$ cat src/rtl/bus_trace_fifo.sv
// Bus-cycle trace FIFO: one {WR,UDS,LDS,ADDR,DATA} record per completed 68000 bus cycle,
// show-ahead read-out. Optional address-window filter enabled by defining TRACE_FILTER_EN.
module bus_trace_fifo #(
    parameter int DEPTH_LOG2 = 4,
    parameter int ADDR_W     = 24,
    parameter int DATA_W     = 16
) (
    input  logic                    CPUCLK_IN,
    input  logic                    RESET_n_IN,
    input  logic                    AS_IN,
    input  logic                    WR_IN,
    input  logic                    UDS_IN,
    input  logic                    LDS_IN,
    input  logic                    DTACK_IN,
    input  logic [ADDR_W-1:0]       ADDR_IN,
    input  logic [DATA_W-1:0]       DATA_IN,
`ifdef TRACE_FILTER_EN
    input  logic [ADDR_W-1:0]       FLT_LO_IN,
    input  logic [ADDR_W-1:0]       FLT_HI_IN,
`endif
    input  logic                    TRACE_EN_IN,
    input  logic                    CLEAR_IN,
    input  logic                    POP_IN,
    output logic [3+ADDR_W+DATA_W-1:0] ENTRY_OUT,
    output logic                    VALID_OUT,
    output logic [DEPTH_LOG2:0]     COUNT_OUT,
    output logic                    OVERFLOW_OUT,
    output logic [7:0]              DROPPED_OUT
);

    localparam int ENTRY_W = 3 + ADDR_W + DATA_W;
    localparam int DEPTH   = 1 << DEPTH_LOG2;
    localparam logic [DEPTH_LOG2:0]   CNT_ONE  = {{DEPTH_LOG2{1'b0}}, 1'b1};
    localparam logic [DEPTH_LOG2:0]   CNT_ZERO = {(DEPTH_LOG2+1){1'b0}};
    localparam logic [DEPTH_LOG2-1:0] PTR_ONE  = {{(DEPTH_LOG2-1){1'b0}}, 1'b1};
    localparam logic [DEPTH_LOG2-1:0] PTR_ZERO = {DEPTH_LOG2{1'b0}};
    localparam logic [ENTRY_W-1:0]    ENTRY_ZERO = {ENTRY_W{1'b0}};

    logic [ENTRY_W-1:0]    mem_r [DEPTH];
    logic [DEPTH_LOG2-1:0] wr_ptr_r;
    logic [DEPTH_LOG2-1:0] rd_ptr_r;
    logic [DEPTH_LOG2:0]   count_r;
    logic                  armed_r;
    logic                  overflow_r;
    logic [7:0]            dropped_r;
    logic [ENTRY_W-1:0]    entry_r;

    logic                  filter_ok_s;
    logic                  capture_s;
    logic                  full_s;
    logic                  empty_s;
    logic                  pop_s;
    logic                  push_s;
    logic                  drop_s;
    logic                  armed_nxt_s;
    logic [ENTRY_W-1:0]    rec_s;
    logic [DEPTH_LOG2-1:0] wr_ptr_nxt_s;
    logic [DEPTH_LOG2-1:0] rd_ptr_nxt_s;
    logic [DEPTH_LOG2:0]   count_nxt_s;
    logic [ENTRY_W-1:0]    head_nxt_s;

    // Address-window qualification of the current cycle
    always_comb begin
        filter_ok_s = 1'b1;
`ifdef TRACE_FILTER_EN
        if ((ADDR_IN >= FLT_LO_IN) && (ADDR_IN <= FLT_HI_IN)) begin
            filter_ok_s = 1'b1;
        end else begin
            filter_ok_s = 1'b0;
        end
`endif
    end

    // Capture/pop/push/drop decisions; clear suppresses every FIFO update
    always_comb begin
        rec_s     = {WR_IN, UDS_IN, LDS_IN, ADDR_IN, DATA_IN};
        full_s    = count_r[DEPTH_LOG2];
        empty_s   = (count_r == CNT_ZERO);
        capture_s = armed_r & AS_IN & DTACK_IN & TRACE_EN_IN & filter_ok_s;
        pop_s     = POP_IN & ~empty_s & ~CLEAR_IN;
        push_s    = capture_s & ~CLEAR_IN & (~full_s | pop_s);
        drop_s    = capture_s & ~CLEAR_IN & full_s & ~pop_s;
    end

    // Armed rises while AS is idle and is consumed by the first acknowledged strobe
    always_comb begin
        armed_nxt_s = armed_r;
        if (!AS_IN) begin
            armed_nxt_s = 1'b1;
        end else if (DTACK_IN) begin
            armed_nxt_s = 1'b0;
        end else begin
            armed_nxt_s = armed_r;
        end
    end

    // Next pointers and occupancy
    always_comb begin
        wr_ptr_nxt_s = wr_ptr_r;
        rd_ptr_nxt_s = rd_ptr_r;
        count_nxt_s  = count_r;
        if (push_s) begin
            wr_ptr_nxt_s = wr_ptr_r + PTR_ONE;
        end else begin
            wr_ptr_nxt_s = wr_ptr_r;
        end
        if (pop_s) begin
            rd_ptr_nxt_s = rd_ptr_r + PTR_ONE;
        end else begin
            rd_ptr_nxt_s = rd_ptr_r;
        end
        case ({push_s, pop_s})
            2'b10:   count_nxt_s = count_r + CNT_ONE;
            2'b01:   count_nxt_s = count_r - CNT_ONE;
            default: count_nxt_s = count_r;
        endcase
    end

    // Next head record; the slot being written this edge must bypass the array
    always_comb begin
        head_nxt_s = ENTRY_ZERO;
        if (count_nxt_s == CNT_ZERO) begin
            head_nxt_s = ENTRY_ZERO;
        end else if (push_s && (rd_ptr_nxt_s == wr_ptr_r)) begin
            head_nxt_s = rec_s;
        end else begin
            head_nxt_s = mem_r[rd_ptr_nxt_s];
        end
    end

    // Record storage
    always_ff @(posedge CPUCLK_IN) begin
        if (RESET_n_IN && push_s) begin
            mem_r[wr_ptr_r] <= rec_s;
        end
    end

    // Control state, occupancy, overflow tracking and registered head
    always_ff @(posedge CPUCLK_IN) begin
        if (!RESET_n_IN) begin
            wr_ptr_r   <= PTR_ZERO;
            rd_ptr_r   <= PTR_ZERO;
            count_r    <= CNT_ZERO;
            armed_r    <= 1'b0;
            overflow_r <= 1'b0;
            dropped_r  <= 8'd0;
            entry_r    <= ENTRY_ZERO;
        end else begin
            armed_r <= armed_nxt_s;
            if (CLEAR_IN) begin
                wr_ptr_r   <= PTR_ZERO;
                rd_ptr_r   <= PTR_ZERO;
                count_r    <= CNT_ZERO;
                overflow_r <= 1'b0;
                dropped_r  <= 8'd0;
                entry_r    <= ENTRY_ZERO;
            end else begin
                wr_ptr_r <= wr_ptr_nxt_s;
                rd_ptr_r <= rd_ptr_nxt_s;
                count_r  <= count_nxt_s;
                entry_r  <= head_nxt_s;
                if (drop_s) begin
                    overflow_r <= 1'b1;
                    if (dropped_r != 8'hFF) begin
                        dropped_r <= dropped_r + 8'd1;
                    end
                end
            end
        end
    end

    assign ENTRY_OUT    = entry_r;
    assign VALID_OUT    = (count_r != CNT_ZERO);
    assign COUNT_OUT    = count_r;
    assign OVERFLOW_OUT = overflow_r;
    assign DROPPED_OUT  = dropped_r;

endmodule

$ cat config.mk
export PLATFORM = sky130hd
export DESIGN_NAME = bus_trace_fifo
export DESIGN_NICKNAME = d
export VERILOG_FILES = /design/src/rtl/bus_trace_fifo.sv
export SDC_FILE = /design/constraint.sdc
export NUM_CORES = 1
export LEC_CHECK = 0
export ABC_AREA = 1
export CORE_MARGIN = 5
export CORE_UTILIZATION = 40
export DETAILED_ROUTE_END_ITERATION = 16
export HOLD_SLACK_MARGIN = 0.08
export PLACE_DENSITY_LB_ADDON = 0.25
export SYNTH_ARGS = -nofsm -noshare
export SYNTH_HDL_FRONTEND = slang
export SYNTH_SLANG_ARGS = --single-unit
$ cat constraint.sdc
create_clock -name CPUCLK_IN -period 4.3 [get_ports CPUCLK_IN]
set_clock_uncertainty 0.05 [all_clocks]
set_input_delay 0.43 -clock CPUCLK_IN [delete_from_list [all_inputs] [get_ports CPUCLK_IN]]
set_output_delay 0.43 -clock CPUCLK_IN [all_outputs]
set_load 0.01 [all_outputs]
==> run summary <==
Outcome -> finished, final reports clean
CTS tree -> done
Hold WS -> 0.348 ns
Placed Area -> 35000 um^2
Minimum clock period -> 3.19 ns
Combinational family with the most area after synthesis -> simple AND/OR/NAND/NOR gates
Synthesized area -> 32600 um^2
Post-synth EDFFs -> 688
PostCTS Resize Cnt -> 0
Largest net degree at the start of global routing -> 174
Area contributors post-synth -> edfxtp_1 (63%), nand3_1 (13%), nand2_1 (8.8%)
Compound-Gate Fraction of Synth Area -> 0.492%
Routed vias -> 22.2k
Pwr/cell area -> 410 nW/um^2
Number of max-cap violations -> 0
Post-Synth Adder-Cell Area -> 0.446%
Final hold violation count -> 0
Io pins -> 108
Area leader, netlist -> edfxtp_1
Setup TNS Final -> 0 ns
Post-route ant nets -> 0
Worst Path Arrival -> 3.63 ns
Critical Path RT -> 4.75 ns
Post-CTS Setup Inserts -> 0
Max incr delay on CP -> 0.42 ns
Setup WS pre-CTS -> 0.677 ns
Final WL -> 85800 um
CTS H-tree lvls -> 3
Slew margin rel. -> 27.9%
RSZ-0062 raised after global routing -> false
Mux cell area share after synthesis -> 0.0308%
Worst Hold Class -> in -> reg
Row count -> 104
Sequential Power Share -> 51.7%
Switching power summed over all nets -> 3.05 mW
Syn nets -> 3225
Asr flop ratio synth -> 0%
Final Cycle Share -> 74.1%
Placer Congestion -> 0.759
Drc violations -> 0
Top-count cell post-synth -> nand3_1
Clk root buf -> clkbuf_16
Worst Setup Start Kind -> flip-flop
Share of post-route cells with drive strength above 1 -> 6.52%
Slew @ Worst Pin -> 1.08 ns
R2R cell count -> 16
Die width -> 295 um
Post-Synth Simple-Gate Area -> 23.6%
Comb pwr share -> 2.0%
Initial antenna violation count -> 0
Drt pass-1 iters -> 8
Internal -> 12.4 mW
Reg2Reg Setup Slack -> 1.11 ns
Via density per instance -> 5.12
Starting density of the core -> 40.3%
CP max-delay cell -> fa_1
Clock share of power -> 46.3%
Final Setup Violations -> 0
Synth Area per Inst -> 10.3 um^2
Post-CTS Hold Buffers -> 0
Hold Path Stages -> 2
Seq/Total Area, Yosys -> 67.5%
Synth top cells by count -> nand3_1 (829), nand2_1 (760), edfxtp_1 (688), inv_1 (427), nor2_1 (124)
RR Startpoint -> COUNT_OUT[0]
Cells along the critical path -> nor2_1 > nand3_2 > nand2_4 > inv_2 > ha_1 > fa_1 > a21oi_1 > o21bai_1 > xor2_1 > nand2_1 > o21ai_0 > o21ai_4 > buf_12 > nor2_1 > nand2_1 > inv_1
CTS buffer count -> 80
Hold Path Sink -> armed_r
RR Endpoint -> ENTRY_OUT[38]
Post-Synthesis Cells -> 3164
P_leak -> 15.4 nW
Startpoint of the worst hold path -> AS_IN
Grt ovf -> 0
Area growth from synthesis to layout -> 16.0%
GRT Total Usage -> 19.5%
TritonCTS Sinks -> 754
Final WS setup -> 1.11 ns
I/O Buffers -> 107
Ys Warns -> 0
N_diodes -> 0
Dpl hpwl -> 40600 um
Netlist cell types -> 36
Setup CP Type -> reg -> reg
Post-route cell area -> 37800 um^2
Die area -> 87200 um^2
Switch share -> 19.7%
First-pass GRT wire length -> 131000 um
CP max FO -> 43
Maximum clock frequency -> 0.314 GHz
CTS clk-pin slew, worst paths -> 0.06 ns
Primary FF master, synth -> edfxtp_1
Maximum clock path buffer count -> 3
DR WL/cell -> 19.8 um
Vias in the first global route -> 21.2k
Synth Area in XOR/XNOR -> 0.161%
Synth Register Bits -> 754
Slew Limit Fails -> 0
CP endpoint kind -> flip-flop
First DRT Iteration DRCs -> 1947
Post-synth top area share -> 63.5%
Die Ht -> 295 um
Worst VDD drop -> 0.258 mV
Worst-Skew Late Latency -> 0.62 ns
Core ar. -> 80700 um^2
Layout Nets -> 3277
==> state kept, by name (all words and copies together), names as in the netlist <==
register / cells
armed_r: 1
rd_ptr_r: 4
wr_ptr_r: 4
OVERFLOW_OUT: 1
DROPPED_OUT: 8
mem_r: 688
COUNT_OUT: 5
ENTRY_OUT: 43
==> logic make-up (layout without fill, tap and decap cells) <==
kind of cell,after synthesis,in the layout
AOI/OAI and AO/OA,29,29
xor gates and xnor gates,6,6
adders and majority gates,11,11
buffers and inverters,621,738
DFF,754,754
muxes,1,1
and+or+nand+nor,1742,1742
==> power groups by stage <==
stage	registers (mW)	clock network [mW]	logic, mW
2_1_floorplan	8.16	0	0.113
3_3_place_gp	8.16	0	0.313
3_5_place_dp	8.16	0	0.315
4_1_cts	8.00	7.31	0.317
5_1_grt	8.00	7.62	0.347
6_report	8.00	7.16	0.313
==> placed cells by master, fill, tap and decap left out, drive strengths merged, types with 20 or more instances in the layout <==
| master | count |
|---|---|
| clkbuf | 112 |
| edfxtp | 688 |
| dfxtp | 66 |
| clkdlybuf4s50 | 107 |
| nand2 | 764 |
| inv | 434 |
| nor2 | 126 |
| nand3 | 833 |
| clkinv | 20 |
| buf | 54 |
==> stage by stage <==
step	total power, mW	cells	util, %
finish	15.5	4341	46.8
global route	16.0	4341	46.8
detailed placement	8.47	4194	43.4
CTS	15.6	4341	46.8
floorplan	8.27	3164	-
global placement	8.47	4194	43.4
==> metal layers <==
metal / vias up / track usage (%) / wire length (um)
met5: - / 0 / 0
met4: 0 / 5.40 / 2000
met3: 141 / 2.61 / 4830
met2: 674 / 33.0 / 41300
met1: 10760 / 26.8 / 37700
li1: 10672 / - / -
==> area by class of cell <==
cell class | count | area (um^2)
flip-flops and latches | 754 | 22000
repair buffers | 161 | 1860
clock inverters | 35 | 428
inverters | 430 | 1620
multi-input cells | 1789 | 8220
clock buffers | 112 | 2330
fillers | 7386 | 42900
well taps | 1060 | 1330
==> worst max path at each step <==
stage	startpoint	end	slack, ns	cells past startpoint
after floorplan	POP_IN	mem_r[12][0]	-0.31	6
after global placement	CLEAR_IN	ENTRY_OUT[37]	0.75	15
after detailed placement	CLEAR_IN	ENTRY_OUT[6]	0.68	15
after CTS	COUNT_OUT[0]	ENTRY_OUT[38]	1.09	16
after global routing	COUNT_OUT[0]	ENTRY_OUT[33]	0.81	16
final	COUNT_OUT[0]	ENTRY_OUT[38]	1.11	16
==> worst max-delay path: cells and delay by family, from the launching register on <==
family	cells	cell delay (ns)
AND/OR/NAND/NOR	6	0.75
adder cells (fa/ha/maj)	2	0.69
AO/OA/AOI/OAI	4	0.56
buffers and inverters	3	0.43
flip-flops	1	0.37
XOR/XNOR	1	0.14
Note: power is estimated with default switching activity, not from simulation.
